==> config.mk <==
export PLATFORM = sky130hd
export DESIGN_NAME = calc_sequencer
export DESIGN_NICKNAME = d
export VERILOG_FILES = /design/src/rtl/calc_pkg.sv /design/src/rtl/shift_add_mult.sv /design/src/rtl/calc_sequencer.sv
export SDC_FILE = /design/constraint.sdc
export NUM_CORES = 1
export LEC_CHECK = 0
export CAP_MARGIN = 20
export CORE_ASPECT_RATIO = 1.4
export CORE_MARGIN = 4
export CORE_UTILIZATION = 60
export CTS_BUF_LIST = sky130_fd_sc_hd__clkbuf_8
export DETAILED_ROUTE_END_ITERATION = 10
export GPL_ROUTABILITY_DRIVEN = 0
export PLACE_DENSITY = 0.86
export SYNTH_ARGS = -nofsm -noshare
export SYNTH_HDL_FRONTEND = slang
export SYNTH_SLANG_ARGS = --single-unit
==> constraint.sdc <==
create_clock -name clk -period 3.5 [get_ports clk]
set_clock_uncertainty 0.1 [all_clocks]
set_input_delay 0.7 -clock clk [delete_from_list [all_inputs] [get_ports clk]]
set_output_delay 0.7 -clock clk [all_outputs]
set_load 0.02 [all_outputs]
==> src/rtl/calc_pkg.sv <==
// ----------------------------------------------------------------------------
// calc_pkg
// Shared types and default sizing for the calculation sequencer.
//   state_t              : sequencer state encoding (IDLE, LOAD, MUL, SHOW)
//   CALC_WIDTH           : default operand width
//   CALC_N_ENTRIES       : default operand-table depth
//   CALC_DEBOUNCE_CYCLES : default stable-sample count for the button
//   idx_w()              : index width for a given table depth
// ----------------------------------------------------------------------------
package calc_pkg;

  localparam int unsigned CALC_WIDTH           = 8;
  localparam int unsigned CALC_N_ENTRIES       = 4;
  localparam int unsigned CALC_DEBOUNCE_CYCLES = 2;

  typedef enum logic [1:0] {
    IDLE = 2'd0,
    LOAD = 2'd1,
    MUL  = 2'd2,
    SHOW = 2'd3
  } state_t;

  // A one-entry table still needs a 1-bit index port.
  function automatic int unsigned idx_w(input int unsigned n_entries);
    return (n_entries > 1) ? $clog2(n_entries) : 1;
  endfunction

  localparam int unsigned IDX_W = idx_w(CALC_N_ENTRIES);

endpackage : calc_pkg

==> src/rtl/shift_add_mult.sv <==
// ----------------------------------------------------------------------------
// shift_add_mult
// Sequential unsigned WIDTH x WIDTH shift-add multiplier.
//   clk   : clock
//   rst   : asynchronous active-low reset, aborts any operation in flight
//   start : 1-cycle request; a and b are sampled on this edge
//   a, b  : multiplicand / multiplier
//   done  : high for one cycle once p holds the complete product
//   p     : product (accumulator)
// The first partial product is folded into the start edge, so with start
// issued in cycle s the last iteration completes at the end of cycle
// s+WIDTH-1 and done/p are valid in cycle s+WIDTH. The caller can then
// capture p with a register on that same edge.
// ----------------------------------------------------------------------------
module shift_add_mult
  import calc_pkg::*;
#(
  parameter int unsigned WIDTH = CALC_WIDTH
) (
  input  logic               clk,
  input  logic               rst,
  input  logic               start,
  input  logic [WIDTH-1:0]   a,
  input  logic [WIDTH-1:0]   b,
  output logic               done,
  output logic [2*WIDTH-1:0] p
);

  localparam int unsigned PW    = 2 * WIDTH;
  localparam int unsigned CNT_W = $clog2(WIDTH + 1);

  logic [PW-1:0]    r_mcand;
  logic [PW-1:0]    r_acc;
  logic [WIDTH-1:0] r_mplier;
  logic [CNT_W-1:0] r_cnt;
  logic             r_run;
  logic             r_done;

  // Iteration engine: r_cnt counts partial products already accumulated.
  always_ff @(posedge clk or negedge rst) begin
    if (!rst) begin
      r_mcand  <= '0;
      r_acc    <= '0;
      r_mplier <= '0;
      r_cnt    <= '0;
      r_run    <= 1'b0;
      r_done   <= 1'b0;
    end else if (start) begin
      r_acc    <= b[0] ? PW'(a) : '0;
      r_mcand  <= PW'(a) << 1;
      r_mplier <= b >> 1;
      r_cnt    <= CNT_W'(1);
      r_run    <= (WIDTH > 1);
      r_done   <= (WIDTH == 1);
    end else if (r_run) begin
      if (r_mplier[0]) begin
        r_acc <= r_acc + r_mcand;
      end
      r_mcand  <= r_mcand << 1;
      r_mplier <= r_mplier >> 1;
      r_cnt    <= r_cnt + CNT_W'(1);
      // This edge accumulates the final partial product.
      if (r_cnt == CNT_W'(WIDTH - 1)) begin
        r_run  <= 1'b0;
        r_done <= 1'b1;
      end
    end else begin
      r_done <= 1'b0;
    end
  end

  assign done = r_done;
  assign p    = r_acc;

endmodule : shift_add_mult

==> src/rtl/calc_sequencer.sv <==
// ----------------------------------------------------------------------------
// calc_sequencer
// Steps the calculation datapath one multiply per NEXT button press.
//   clk      : system clock
//   rst      : asynchronous active-low reset
//   NEXT     : raw, bouncing, asynchronous button
//   a_in     : operand A from the external table at idx (sampled in LOAD)
//   b_in     : operand B from the external table at idx (sampled in LOAD)
//   idx      : current table index, wraps at N_ENTRIES-1
//   producto : last completed unsigned product
//   valid    : producto holds the result for the current idx
//   busy     : high in LOAD and MUL
// Presses arriving while busy are dropped.
// ----------------------------------------------------------------------------
module calc_sequencer
  import calc_pkg::*;
#(
  parameter int unsigned WIDTH           = CALC_WIDTH,
  parameter int unsigned N_ENTRIES       = CALC_N_ENTRIES,
  parameter int unsigned DEBOUNCE_CYCLES = CALC_DEBOUNCE_CYCLES
) (
  input  logic                         clk,
  input  logic                         rst,
  input  logic                         NEXT,
  input  logic [WIDTH-1:0]             a_in,
  input  logic [WIDTH-1:0]             b_in,
  output logic [idx_w(N_ENTRIES)-1:0]  idx,
  output logic [2*WIDTH-1:0]           producto,
  output logic                         valid,
  output logic                         busy
);

  localparam int unsigned IW   = idx_w(N_ENTRIES);
  localparam int unsigned DB_W = $clog2(DEBOUNCE_CYCLES + 1);

  // Button conditioning
  logic            r_sync1;
  logic            r_sync2;
  logic            r_db;
  logic            r_db_q;
  logic [DB_W-1:0] r_db_cnt;
  logic            w_press;

  // Sequencer
  state_t             r_state;
  logic [IW-1:0]      r_idx;
  logic [2*WIDTH-1:0] r_producto;
  logic               r_valid;
  logic               r_busy;

  // Multiplier interface
  logic               w_start;
  logic               w_done;
  logic [2*WIDTH-1:0] w_p;

  // Two-flop synchronizer for the asynchronous button.
  always_ff @(posedge clk or negedge rst) begin
    if (!rst) begin
      r_sync1 <= 1'b0;
      r_sync2 <= 1'b0;
    end else begin
      r_sync1 <= NEXT;
      r_sync2 <= r_sync1;
    end
  end

  // Debounce: accept a level change only after DEBOUNCE_CYCLES consecutive
  // synchronized samples that disagree with the current level.
  always_ff @(posedge clk or negedge rst) begin
    if (!rst) begin
      r_db     <= 1'b0;
      r_db_q   <= 1'b0;
      r_db_cnt <= '0;
    end else begin
      r_db_q <= r_db;
      if (r_sync2 != r_db) begin
        if (r_db_cnt == DB_W'(DEBOUNCE_CYCLES - 1)) begin
          r_db     <= r_sync2;
          r_db_cnt <= '0;
        end else begin
          r_db_cnt <= r_db_cnt + DB_W'(1);
        end
      end else begin
        r_db_cnt <= '0;
      end
    end
  end

  // One-cycle pulse on the debounced rising edge.
  assign w_press = r_db & ~r_db_q;

  assign w_start = (r_state == LOAD);

  shift_add_mult #(
    .WIDTH (WIDTH)
  ) u_mult (
    .clk   (clk),
    .rst   (rst),
    .start (w_start),
    .a     (a_in),
    .b     (b_in),
    .done  (w_done),
    .p     (w_p)
  );

  // Sequencer FSM with registered outputs.
  always_ff @(posedge clk or negedge rst) begin
    if (!rst) begin
      r_state    <= IDLE;
      r_idx      <= '0;
      r_producto <= '0;
      r_valid    <= 1'b0;
      r_busy     <= 1'b0;
    end else begin
      case (r_state)
        IDLE: begin
          if (w_press) begin
            r_state <= LOAD;
            r_busy  <= 1'b1;
            r_valid <= 1'b0;
          end
        end
        LOAD: begin
          r_state <= MUL;
        end
        MUL: begin
          if (w_done) begin
            r_state    <= SHOW;
            r_producto <= w_p;
            r_valid    <= 1'b1;
            r_busy     <= 1'b0;
          end
        end
        SHOW: begin
          if (w_press) begin
            r_idx   <= (r_idx == IW'(N_ENTRIES - 1)) ? '0 : r_idx + IW'(1);
            r_state <= LOAD;
            r_busy  <= 1'b1;
            r_valid <= 1'b0;
          end
        end
        default: begin
          r_state <= IDLE;
        end
      endcase
    end
  end

  assign idx      = r_idx;
  assign producto = r_producto;
  assign valid    = r_valid;
  assign busy     = r_busy;

endmodule : calc_sequencer
Word-level counts from Yosys, hierarchy flattened:

Cells that the tools add are included.

* flip-flop bits (word level): 74

* $add $sub $neg: 4
* mux-type cells: 28
* reduce and logical (&&, ||, !) cells: 11
* equal/unequal tests: 10
* bitwise operators: 2

Operator list (number)
* 16-bit two-way mux: 5
* 8-bit two-way mux: 3
* 16-bit adder: 1
* 1-bit two-way mux: 10
* 2-bit two-way mux: 5
* 2-bit AND reduction: 5
* 4-bit two-way mux: 2
* 2-bit == test (second input constant): 3
* 2-bit one-hot mux with 3 select lines: 1
* 2-bit nonzero test: 3
* 2-bit by 1-bit adder with 2-bit output (second input constant): 2
* 4-bit by 1-bit adder with 4-bit output (second input constant): 1
* 2-bit by 1-bit == test with 1-bit output (second input constant): 2
* 4-bit by 3-bit == test with 1-bit output (second input constant): 1
* 2-bit by 1-bit != test with 1-bit output (second input constant): 2
* 1-bit one-hot mux with 2 select lines: 2
* 3-bit by 2-bit != test with 1-bit output (second input constant): 1
* 3-bit AND reduction: 1
* 2-bit zero test: 1
* 2-bit OR reduction: 1
* 1-bit AND: 1
* 1-bit != test: 1
* 1-bit inverter: 1

Depth between registers and ports, before layout:

* depth after elaboration: 4
* gate-level depth with buffers: 9

Cells and area by module:

Synthesis repeated with hierarchy kept, for this count alone.

* cells, all modules: 351
* area, all modules: 3739.8 sq um

By module, submodules not included
* shift_add_mult: area an instance 2588.7 sq um, cells each 277, instances 1
* calc_sequencer: area an instance 1151.1 sq um, cells each 74, instances 1

Worst setup path after synthesis:

Ideal clock, no wire load.

* path type: flip-flop to flip-flop
* start point: register u_mult.r_mcand[1]
* end point: register u_mult.r_acc[15] (netlist: u_mult.p[15])
* period minus slack after synthesis: 2.375 ns
* arrival time: 2.148 ns
* buffers on the path: 0
* path slack: 1.125 ns
* data required time: 3.272 ns
* cell stages (with the launch flop): 10
* path through: dfrtp_1 -> ha_1 -> inv_1 -> fa_1 -> nor2b_4 -> o31a_1 -> o311a_4 -> o21ai_2 -> mux2i_1 -> mux2_1

* longest elaborated chain between the ends: 4

Ends and longest elaborated chain
* from (decl): line shift_add_mult.sv:32 `logic [PW-1:0] r_mcand;`
* from (signal assigned): line shift_add_mult.sv:50 `r_mcand <= PW'(a) << 1;`
* from (signal assigned): line shift_add_mult.sv:59 `r_mcand <= r_mcand << 1;`
* 16-bit adder: line shift_add_mult.sv:57 `r_acc <= r_acc + r_mcand;`
* 16-bit two-way mux: line shift_add_mult.sv:56 `if (r_mplier[0]) begin`
* 16-bit two-way mux: line shift_add_mult.sv:55 `end else if (r_run) begin`
* 16-bit two-way mux: line shift_add_mult.sv:48 `end else if (start) begin`
* to (signal assigned): line shift_add_mult.sv:49 `r_acc <= b[0] ? PW'(a) : '0;`
* to (signal assigned): line shift_add_mult.sv:57
* to (decl): line shift_add_mult.sv:33 `logic [PW-1:0] r_acc;`

Every way passes these cells. The select of a mux whose other input is x is not followed.
A chain may end at the register's enable or synchronous reset.

Worst setup path after layout:

Same ends and word-level chain as after synthesis.

==> run_results.csv <==
group,metric,value,unit
outcome,status,"complete, no violations",
final_layout,fin_nets,420,
final_layout,final_common_cell,"dfrtp_1",
worst_setup_path,setup.worst_path.start,"u_mult.r_mcand[1]",
final_layout,register_area,1800,um2
worst_setup_path,crit_chain,"ha_1, inv_1, fa_1, nor2b_4, o31a_1, o311a_4, o21ai_2, mux2i_1, mux2_1",
timing,rsz0062_at_grt,"no",
worst_setup_path,slowest_stage,"dfrtp_1",
route,firstDrtPassIters,4,
global_routing,grt-ovfl-total,0,
route,viasPerCell,5.97,
worst_setup_path,end_kind,"flop",
synthesis,synth_area,3680,um2
place,dp.cells,439,
power,peakVddDrop,0.450,mV
worst_setup_path,worst_ep_required_time,3.63,ns
route,vias,2716,
worst_setup_path,reg2reg_depth,9,
floorplanning,core_area,5900,um2
clock_tree,cts_tree,"done",
global_routing,grt_pass1_vias,2857,
clock_tree,cts_hold_buf,0,
worst_setup_path,critPathMaxStageDelay,0.40,ns
synthesis,synth.avg_cell_area,10.8,um2
timing,timing.fmax,0.395,GHz
route,post_drt_wl_per_cell,15.9,um
clock_tree,cts_buffers,9,
min_path,hold_start,"r_sync1",
place,dp_hpwl,5150,um
min_path,min_to,"r_sync2",
clock_tree,clock-root-buffer,"clkbuf_8",
floorplanning,start_util,62.4,%
worst_setup_path,crit_family,"compound AO/OA/AOI/OAI gates",
floorplanning,die_area,7470,um2
final_layout,syn2layout_area_growth,16.5,%
power,power,3820,uW
worst_setup_path,r2r_slack,0.97,ns
route,drcViolationCount,0,
timing,fin_setup_tns,0,ns
timing,fin_crit,2.53,ns
timing,maxSlewHeadroom,47.9,%
final_layout,insertedDiodeCount,0,
timing,slew_viol_final,0,
place,dpl_cell_area,4130,um2
synthesis,ys_types,48,
worst_setup_path,path_buf_inv,1,
worst_setup_path,critical_path_class,"reg2reg",
global_routing,track_usage,22.7,%
synthesis,syn-num-nets,382,
timing,worst_slack,0.971,ns
clock_tree,cts_setup_buffers,0,
timing,tightest_slew,0.779,ns
synthesis,synth_edf_count,0,
floorplanning,die_w,74.2,um
final_layout,multi_input_area,1790,um2
floorplanning,die_h,101,um
power,p_leak,0.00213,uW
clock_tree,clk_path_buf_depth,2,
final_layout,n_fill_cell,442,
min_path,worstHoldPathCells,0,
clock_tree,clkSinkCount,72,
power,cellPowerDensity,891,nW/um2
floorplanning,row_count,33,
worst_setup_path,crit_arrival,2.65,ns
floorplanning,num_io_pins,39,
final_layout,instances_no_fill,455,
synthesis,async_reset_ff_share,100,%
clock_tree,clkTransAtPathRegs,0.08,ns
synthesis,ys.flop_type,"dfrtp_1",
synthesis,seq_area_frac_synth,48.9,%
timing,setup_violations,0,
place,portBuffers,38,
global_routing,antenna_found_initial,0,
synthesis,synth_seq_cells,72,
clock_tree,htreeDepth,3,
final_layout,drive_gt1_share,10.4,%
route,antenna_left,0,
timing,min_period_over_period,72.3,%
min_path,hold_path.class,"reg2reg",
final_layout,final_area,4290,um2
route,drtIter0Drc,153,
worst_setup_path,worstReg2RegEnd,"u_mult.p[15]",
global_routing,grt_max_degree,43,
final_layout,layout_common_cells,"72 x dfrtp_1, 37 x nand2_1, 37 x clkdlybuf4s50_1",
route,wirelength,7250,um
global_routing,grt_pass1_wl,13000,um
place,place_ws,0.976,ns
worst_setup_path,cp-start-kind,"flop",
clock_tree,clock_latency,0.34,ns
worst_setup_path,reg2reg_from,"u_mult.r_mcand[1]",
clock_tree,ctsResizeCount,0,
timing,final-hold-violation-count,0,
run,drv_cap,0,
worst_setup_path,path_max_fanout,4,
synthesis,synth_warnings,0,
synthesis,syn_inst,342,
[logic make-up after synthesis]
family	count (synthesis)	share of synthesized area, %
buf+inv	23	2.38
mux	44	12.6
compound gates	78	14.2
fa+ha+maj	21	7.34
simple gates	98	13.1
xor+xnor	6	1.43
flops	72	48.9
[area by class of cell]
type	count	share of cell area [%]
clock buffer	9	2.89
clock inverter	7	0.962
inverter	9	0.787
multi-input combinational	247	41.8
sequential	72	42.0
tap	70	2.04
timing repair buffer	41	9.56
[cells in the mapped netlist, types with 5 or more instances]
master | n | area (um2)
a21o_1 | 9 | 67.6
a21oi_1 | 14 | 70.1
and3_1 | 6 | 37.5
clkbuf_1 | 10 | 37.5
dfrtp_1 | 72 | 1800
ha_1 | 20 | 250
inv_1 | 9 | 33.8
mux2_2 | 18 | 203
mux2i_1 | 25 | 250
nand2_1 | 37 | 139
nand2b_1 | 5 | 31.3
nand3_1 | 6 | 30.0
nor2_1 | 18 | 67.6
nor3_1 | 6 | 30.0
o21ai_0 | 23 | 115
o22ai_1 | 6 | 37.5
[power by group]
group          internal [uW]  switching, uW
Clock                    250            302
Sequential              1170            257
Combinational            852            989
Total                   2280           1550
[flip-flops by register name, indices dropped and copies added (netlist names), 2 cells and up]
name             cells
u_mult.p            16
idx                  2
r_db_cnt             2
r_state              2
u_mult.r_mplier      7
u_mult.r_mcand      15
producto            16
u_mult.r_cnt         4
[worst max path at each step]
| stage | end | slack, ns | cells past startpoint |
|---|---|---|---|
| after detailed placement | u_mult.p[15] | 0.98 | 9 |
| final | u_mult.p[15] | 0.97 | 9 |
| after global routing | u_mult.p[13] | 0.82 | 9 |
| after CTS | u_mult.p[15] | 0.96 | 9 |
| after global placement | u_mult.p[15] | 1.05 | 9 |
| after floorplan | u_mult.p[15] | 1.12 | 9 |
[per-stage QoR]
stage / hold WS (ns) / util, %
after floorplan: 0.231 / -
after global placement: 0.242 / 69.9
after detailed placement: 0.236 / 69.9
after CTS: 0.254 / 72.7
after global routing: 0.275 / 72.7
final: 0.251 / 72.7
[layer usage]
| metal | part of all wire (%) | track usage (%) |
|---|---|---|
| met4 | 2.8 | 11.0 |
| met5 | 0 | 0 |
| met1 | 42 | 27.2 |
| met3 | 3.5 | 3.69 |
| met2 | 52 | 39.1 |
Note: power is estimated with default switching activity, not from simulation.
